$ cat config.mk
export PLATFORM = sky130hd
export DESIGN_NAME = multicycle_control
export DESIGN_NICKNAME = d
export VERILOG_FILES = /design/src/rtl/multicycle_control.sv
export SDC_FILE = /design/constraint.sdc
export NUM_CORES = 1
export LEC_CHECK = 0
export ABC_AREA = 1
export ABC_CLOCK_PERIOD_IN_PS = 8100
export BUFFER_PORTS_ARGS = -buffer_cell sky130_fd_sc_hd__buf_2
export CAP_MARGIN = 10
export CORE_MARGIN = 5
export CORE_UTILIZATION = 58
export CTS_BUF_LIST = sky130_fd_sc_hd__clkbuf_4 sky130_fd_sc_hd__clkbuf_8 sky130_fd_sc_hd__clkbuf_16
export CTS_CLUSTER_SIZE = 30
export DETAILED_ROUTE_END_ITERATION = 8
export PLACE_DENSITY = 0.89
export SYNTH_ARGS = -nofsm -noshare
export SYNTH_HDL_FRONTEND = slang
export SYNTH_SLANG_ARGS = --single-unit
$ cat constraint.sdc
create_clock -name clk -period 8.1 [get_ports clk]
set_input_delay 1.62 -clock clk [delete_from_list [all_inputs] [get_ports clk]]
set_output_delay 1.62 -clock clk [all_outputs]
set_load 0.01 [all_outputs]
$ cat src/rtl/multicycle_control.sv
// Multi-cycle MIPS-subset control FSM: fetch/decode/exec/mem/wb over one shared memory port.
// Latency: 3 cycles (J/JR/JAL/BNE), 4 (R-type/ADDI/XORI/SW), 5 (LW), plus one per memory wait cycle.
// Backpressure: FETCH and MEM stall while mem_ready is low; a bounded stall traps to HALT.
module multicycle_control #(
  parameter int CMD_WIDTH   = 3,
  parameter int WAIT_LIMIT  = 16,
  parameter int COUNT_WIDTH = 32
) (
  input  logic                   clk,
  input  logic                   reset_n,
  input  logic [5:0]             opcode,
  input  logic [5:0]             funct,
  input  logic                   mem_ready,
  input  logic                   zero,
  output logic                   ir_write,
  output logic                   pc_write,
  output logic [1:0]             pc_source,
  output logic                   mem_read,
  output logic                   mem_write,
  output logic                   i_or_d,
  output logic                   reg_write,
  output logic [1:0]             reg_dst,
  output logic [1:0]             mem_to_reg,
  output logic                   alu_src_a,
  output logic [1:0]             alu_src_b,
  output logic [CMD_WIDTH-1:0]   command,
  output logic [2:0]             state,
  output logic                   retire,
  output logic                   illegal,
  output logic                   timeout,
  output logic [COUNT_WIDTH-1:0] retired_count
);

  typedef enum logic [2:0] {
    S_FETCH  = 3'd0,
    S_DECODE = 3'd1,
    S_EXEC   = 3'd2,
    S_MEM    = 3'd3,
    S_WB     = 3'd4,
    S_HALT   = 3'd5
  } state_e;

  localparam logic [CMD_WIDTH-1:0] CMD_ADD = CMD_WIDTH'(0);
  localparam logic [CMD_WIDTH-1:0] CMD_SUB = CMD_WIDTH'(1);
  localparam logic [CMD_WIDTH-1:0] CMD_SLT = CMD_WIDTH'(2);
  localparam logic [CMD_WIDTH-1:0] CMD_XOR = CMD_WIDTH'(3);

  localparam logic [5:0] OP_RTYPE = 6'h00;
  localparam logic [5:0] OP_LW    = 6'h23;
  localparam logic [5:0] OP_SW    = 6'h2b;
  localparam logic [5:0] OP_J     = 6'h02;
  localparam logic [5:0] OP_JAL   = 6'h03;
  localparam logic [5:0] OP_BNE   = 6'h05;
  localparam logic [5:0] OP_XORI  = 6'h0e;
  localparam logic [5:0] OP_ADDI  = 6'h08;

  localparam logic [5:0] FN_ADD = 6'h20;
  localparam logic [5:0] FN_SUB = 6'h22;
  localparam logic [5:0] FN_SLT = 6'h2a;
  localparam logic [5:0] FN_JR  = 6'h08;

  // A zero-width counter is not legal, so keep at least one bit when the timeout is disabled.
  localparam int WW = (WAIT_LIMIT > 0) ? $clog2(WAIT_LIMIT + 1) : 1;
  localparam logic [WW-1:0] WAIT_LAST = WW'((WAIT_LIMIT > 0) ? WAIT_LIMIT - 1 : 0);

  state_e                 state_q, state_d;
  logic [5:0]             op_q, op_d;
  logic [5:0]             funct_q, funct_d;
  logic [WW-1:0]          wait_cnt_q, wait_cnt_d;
  logic [COUNT_WIDTH-1:0] retired_count_q, retired_count_d;
  logic                   illegal_q, illegal_d;
  logic                   timeout_q, timeout_d;

  function automatic logic is_legal(input logic [5:0] op, input logic [5:0] fn);
    if (op == OP_RTYPE)
      return (fn == FN_ADD) || (fn == FN_SUB) || (fn == FN_SLT) || (fn == FN_JR);
    return (op == OP_LW) || (op == OP_SW) || (op == OP_J) || (op == OP_JAL) ||
           (op == OP_BNE) || (op == OP_XORI) || (op == OP_ADDI);
  endfunction

  // State register and architectural trap/retire state.
  always_ff @(posedge clk or negedge reset_n) begin
    if (!reset_n) begin
      state_q         <= S_FETCH;
      op_q            <= '0;
      funct_q         <= '0;
      wait_cnt_q      <= '0;
      retired_count_q <= '0;
      illegal_q       <= 1'b0;
      timeout_q       <= 1'b0;
    end else begin
      state_q         <= state_d;
      op_q            <= op_d;
      funct_q         <= funct_d;
      wait_cnt_q      <= wait_cnt_d;
      retired_count_q <= retired_count_d;
      illegal_q       <= illegal_d;
      timeout_q       <= timeout_d;
    end
  end

  // Next-state and datapath control; strobes are squashed while reset is held.
  always_comb begin
    state_d    = state_q;
    op_d       = op_q;
    funct_d    = funct_q;
    illegal_d  = illegal_q;
    timeout_d  = timeout_q;
    ir_write   = 1'b0;
    pc_write   = 1'b0;
    pc_source  = 2'd0;
    mem_read   = 1'b0;
    mem_write  = 1'b0;
    i_or_d     = 1'b0;
    reg_write  = 1'b0;
    reg_dst    = 2'd0;
    mem_to_reg = 2'd0;
    alu_src_a  = 1'b0;
    alu_src_b  = 2'd0;
    command    = CMD_ADD;
    retire     = 1'b0;

    case (state_q)
      S_FETCH: begin
        mem_read  = 1'b1;
        alu_src_b = 2'd1;
        if (mem_ready) begin
          ir_write = 1'b1;
          pc_write = 1'b1;
          state_d  = S_DECODE;
        end
      end
      S_DECODE: begin
        // Later states only look at the latched copy, so the IR may change freely.
        op_d    = opcode;
        funct_d = funct;
        if (is_legal(opcode, funct)) begin
          state_d = S_EXEC;
        end else begin
          illegal_d = 1'b1;
          state_d   = S_HALT;
        end
      end
      S_EXEC: begin
        case (op_q)
          OP_RTYPE: begin
            if (funct_q == FN_JR) begin
              pc_write  = 1'b1;
              pc_source = 2'd3;
              retire    = 1'b1;
              state_d   = S_FETCH;
            end else begin
              alu_src_a = 1'b1;
              command   = (funct_q == FN_SUB) ? CMD_SUB :
                          (funct_q == FN_SLT) ? CMD_SLT : CMD_ADD;
              state_d   = S_WB;
            end
          end
          OP_ADDI, OP_LW, OP_SW: begin
            alu_src_a = 1'b1;
            alu_src_b = 2'd2;
            state_d   = (op_q == OP_ADDI) ? S_WB : S_MEM;
          end
          OP_XORI: begin
            alu_src_a = 1'b1;
            alu_src_b = 2'd3;
            command   = CMD_XOR;
            state_d   = S_WB;
          end
          OP_BNE: begin
            alu_src_a = 1'b1;
            command   = CMD_SUB;
            pc_source = 2'd1;
            pc_write  = ~zero;
            retire    = 1'b1;
            state_d   = S_FETCH;
          end
          OP_J: begin
            pc_write  = 1'b1;
            pc_source = 2'd2;
            retire    = 1'b1;
            state_d   = S_FETCH;
          end
          OP_JAL: begin
            pc_write   = 1'b1;
            pc_source  = 2'd2;
            reg_write  = 1'b1;
            reg_dst    = 2'd2;
            mem_to_reg = 2'd2;
            retire     = 1'b1;
            state_d    = S_FETCH;
          end
          default: state_d = S_HALT;
        endcase
      end
      S_MEM: begin
        i_or_d    = 1'b1;
        alu_src_a = 1'b1;
        alu_src_b = 2'd2;
        if (op_q == OP_LW) begin
          mem_read = 1'b1;
          if (mem_ready) state_d = S_WB;
        end else begin
          mem_write = 1'b1;
          if (mem_ready) begin
            retire  = 1'b1;
            state_d = S_FETCH;
          end
        end
      end
      S_WB: begin
        reg_write = 1'b1;
        if (op_q == OP_RTYPE) reg_dst = 2'd1;
        else if (op_q == OP_LW) mem_to_reg = 2'd1;
        retire  = 1'b1;
        state_d = S_FETCH;
      end
      S_HALT: state_d = S_HALT;
      default: state_d = S_HALT;
    endcase

    // Bounded memory stall: the last permitted wait cycle traps instead of waiting again.
    if ((WAIT_LIMIT > 0) && ((state_q == S_FETCH) || (state_q == S_MEM)) && !mem_ready &&
        (wait_cnt_q == WAIT_LAST)) begin
      timeout_d = 1'b1;
      state_d   = S_HALT;
    end

    if (!reset_n) begin
      pc_write  = 1'b0;
      ir_write  = 1'b0;
      reg_write = 1'b0;
      mem_write = 1'b0;
      retire    = 1'b0;
    end
  end

  // Wait counter and retire counter updates.
  always_comb begin
    wait_cnt_d = '0;
    if ((state_d == state_q) && ((state_q == S_FETCH) || (state_q == S_MEM)) && !mem_ready)
      wait_cnt_d = wait_cnt_q + WW'(1);
    retired_count_d = retired_count_q + COUNT_WIDTH'(retire);
  end

  assign state         = state_q;
  assign illegal       = illegal_q;
  assign timeout       = timeout_q;
  assign retired_count = retired_count_q;

endmodule

==> results.md <==
* Status: completed
* DP Area at around 3500 um^2
* CTS Buf Count at 5
* CP Class: in2out
* Hold_sp: illegal$_DFFE_PN0P_
* DRT Wirelength at slightly above 7000 um
* Initial DRC count at 117
* Layout cells sized above 1 at 0.247
* Synth cell types at 30
* Global-route usage over all layers at 0.223
* Port-buffer cells at 70
* Post-route DRC at 0
* Clock transition at path regs at 0.08 ns
* N_diodes at 0
* I/O Pins at 72
* Fill cells at between 400 and 500
* Post-route setup TNS at 0 ns
* Worst reg2reg startpoint: op_q[1]$_DFFE_PN0P_
* Critical path arrival at about 3.0 ns
* Insertion delay to the later sink of the worst-skew pair at 0.31 ns
* Syn_area_per_cell at around 8.3 um^2
* Width of the die at about 82 um
* Post-layout instance area at 3540 um^2
* Max Cap Viol at 0
* RePlAce Congestion at a little over 0.9
* First-pass GRT wire length at roughly 12000 um
* PwrDens at 121 nW/um^2
* Final Skew at 0.0118 ns
* Core Region at between 5000 and 6000 um^2
* Peak supply drop at roughly 0.000070 V
* Placed Instances at about 510
* Fin. max-slew vios at 0
* Synth area leaders: dfrtp_1 (44%), nand2_1 (9.4%), xor2_1 (6.0%)
* Avg Vias per Cell at about 5.3
* Worst Tran Pin Value at approximately 0.84 ns
* Most used flip-flop cell after synthesis: dfrtp_1
* Die H at approximately 80 um
* R2r worst-path depth at 15
* Most frequent cell after synthesis: nand2_1
* CTS tree: built
* Post-synth ARST share at 1.00
* Syn-to-layout area delta at 16.5%
* Startpoint Class: input port
* Reg-to-reg endpoint: retired_count[26]$_DFF_PN0_
* Post-CTS Setup Inserts at 0
* Post-synth top cells: nand2_1 (76), dfrtp_1 (54), inv_1 (46)
* Hold_buf cts at 0
* Synth Cell Area at about 3000 um^2
* Final setup fails at 0
* Slew Limit Headroom at 0.434
* Clk sinks at between 50 and 60
* Final cycle utilization of the critical path at 0.569
* Synth Register Bits at 54
* Leakage power at 1.90 nW
* WL/cell at 13.9 um
* Root buffer cell: clkbuf_8
* Leading area contributor after synthesis: dfrtp_1
* Setup crit start: reset_n
* Largest net degree at the start of global routing at 56
* Maximum fanout along the worst path at between 50 and 60
* Cells after synthesis at between 300 and 400
* Row Count at 26
* CTS max path bufs at 2
* Crit path capture: mem_write
* Yosys warns at 0
* Antenna viol nets, final at 0
* Type of destination of the critical path: output pin
* Layout Cells excl Fill at slightly above 500
* Register area at 1350 um^2
* Initial DRT Pass Iterations at 4
* Starting Density at 0.595
* RSZ-0062 raised after global routing: false
* Layout net count at 462
* Post-synth top area share at 0.444
* Initial antenna violation count at 0
* Fmax at ~0.22 GHz
* Htree depth at 2
* Seq/Total Area, Yosys at 0.444
* Tmin final at roughly 4.6 ns
* DP Wirelength at 5690 um
* Footprint of the multi-input gates at around 1500 um^2
* Gr ovfl total at 0
* Vias at about 2700
* Worst Hold Class: reg2reg
* Post-synth EDFFs at 0
* CTS resizes at 0
* Hold Vio Cnt, Final at 0
* Vias in the first global route at 2641
* Crit path required time at 6.48 ns
* Net Count, Synth at 388
* R2R setup slack at around 5.1 ns
* Area of the die at 6790 um^2
[state kept, by name (all words and copies together) (netlist names)]
signal         flops
wait_cnt_q         5
funct_q            6
illegal            1
timeout            1
retired_count     32
state              3
op_q               6
[layout by cell type (no fill, tap or decap), types with 9 or more instances in the layout]
cell,synthesis,final
a21oi_1,9,9
xor2_1,21,21
o21ai_0,23,23
inv_1,46,46
nand3_1,20,20
nor2_1,36,36
xnor2_1,10,10
buf_2,1,70
nand2_1,76,76
dfrtp_1,54,54
nor3_1,18,18
[routing by layer]
metal,share of wire,vias up,GRT usage
met4,0.023,0,0.0764
li1,-,1329,-
met3,0.073,17,0.0521
met5,0,-,0
met1,0.40,1288,0.265
met2,0.50,84,0.394
[how the worst min path moves through the flow]
| stage | end | cells after the start | slack, ns |
|---|---|---|---|
| floorplan | wait_cnt_q[0]$_DFF_PN0_ | 1 | 0.45 |
| global placement | retired_count[31]$_DFF_PN0_ | 1 | 0.45 |
| detailed placement | illegal$_DFFE_PN0P_ | 2 | 0.45 |
| CTS | illegal$_DFFE_PN0P_ | 2 | 0.48 |
| global route | retired_count[31]$_DFF_PN0_ | 1 | 0.50 |
| finish | illegal$_DFFE_PN0P_ | 2 | 0.47 |
[where the power goes]
part           internal [W]  switching, W  total [W]
clock network     0.0000583     0.0000838   0.000142
registers          0.000270   0.000000137   0.000270
logic            0.00000480     0.0000117  0.0000165
[worst max-delay path, cell delays in order]
cell and delay, ns:
buf_2 0.07, buf_4 0.53, inv_1 0.25, nor3_1 0.29, buf_2 0.18
[cells by family (layout without fill, tap and decap cells)]
kind of cell	after synthesis	count (layout)	synth area share
adders and majority gates	4	4	0.0165
AOI/OAI and AO/OA	36	36	0.0613
DFF	54	54	0.444
buffers and inverters	52	126	0.0671
other	1	1	0.00123
and+or+nand+nor	190	190	0.320
xor gates and xnor gates	31	31	0.0893
[per-stage QoR]
| stage | total power [W] | utilization | setup slack, ns | hold slack (ns) |
|---|---|---|---|---|
| 6_report | 0.000428 | 0.693 | 3.49 | 0.474 |
| 5_1_grt | 0.000444 | 0.693 | 3.26 | 0.496 |
| 4_1_cts | 0.000431 | 0.693 | 3.44 | 0.479 |
| 3_5_place_dp | 0.000292 | 0.678 | 3.45 | 0.451 |
| 3_3_place_gp | 0.000291 | 0.678 | 3.46 | 0.451 |
| 2_1_floorplan | 0.000280 | - | 4.43 | 0.451 |
[layout make-up]
cell class,count,area share
inverter,48,0.0509
sequential,54,0.382
clock inverter,2,0.00283
timing repair buffer,71,0.101
tap,70,0.0247
clock buffer,5,0.0194
multi-input combinational,262,0.419
(Power assumes the default switching activity.)
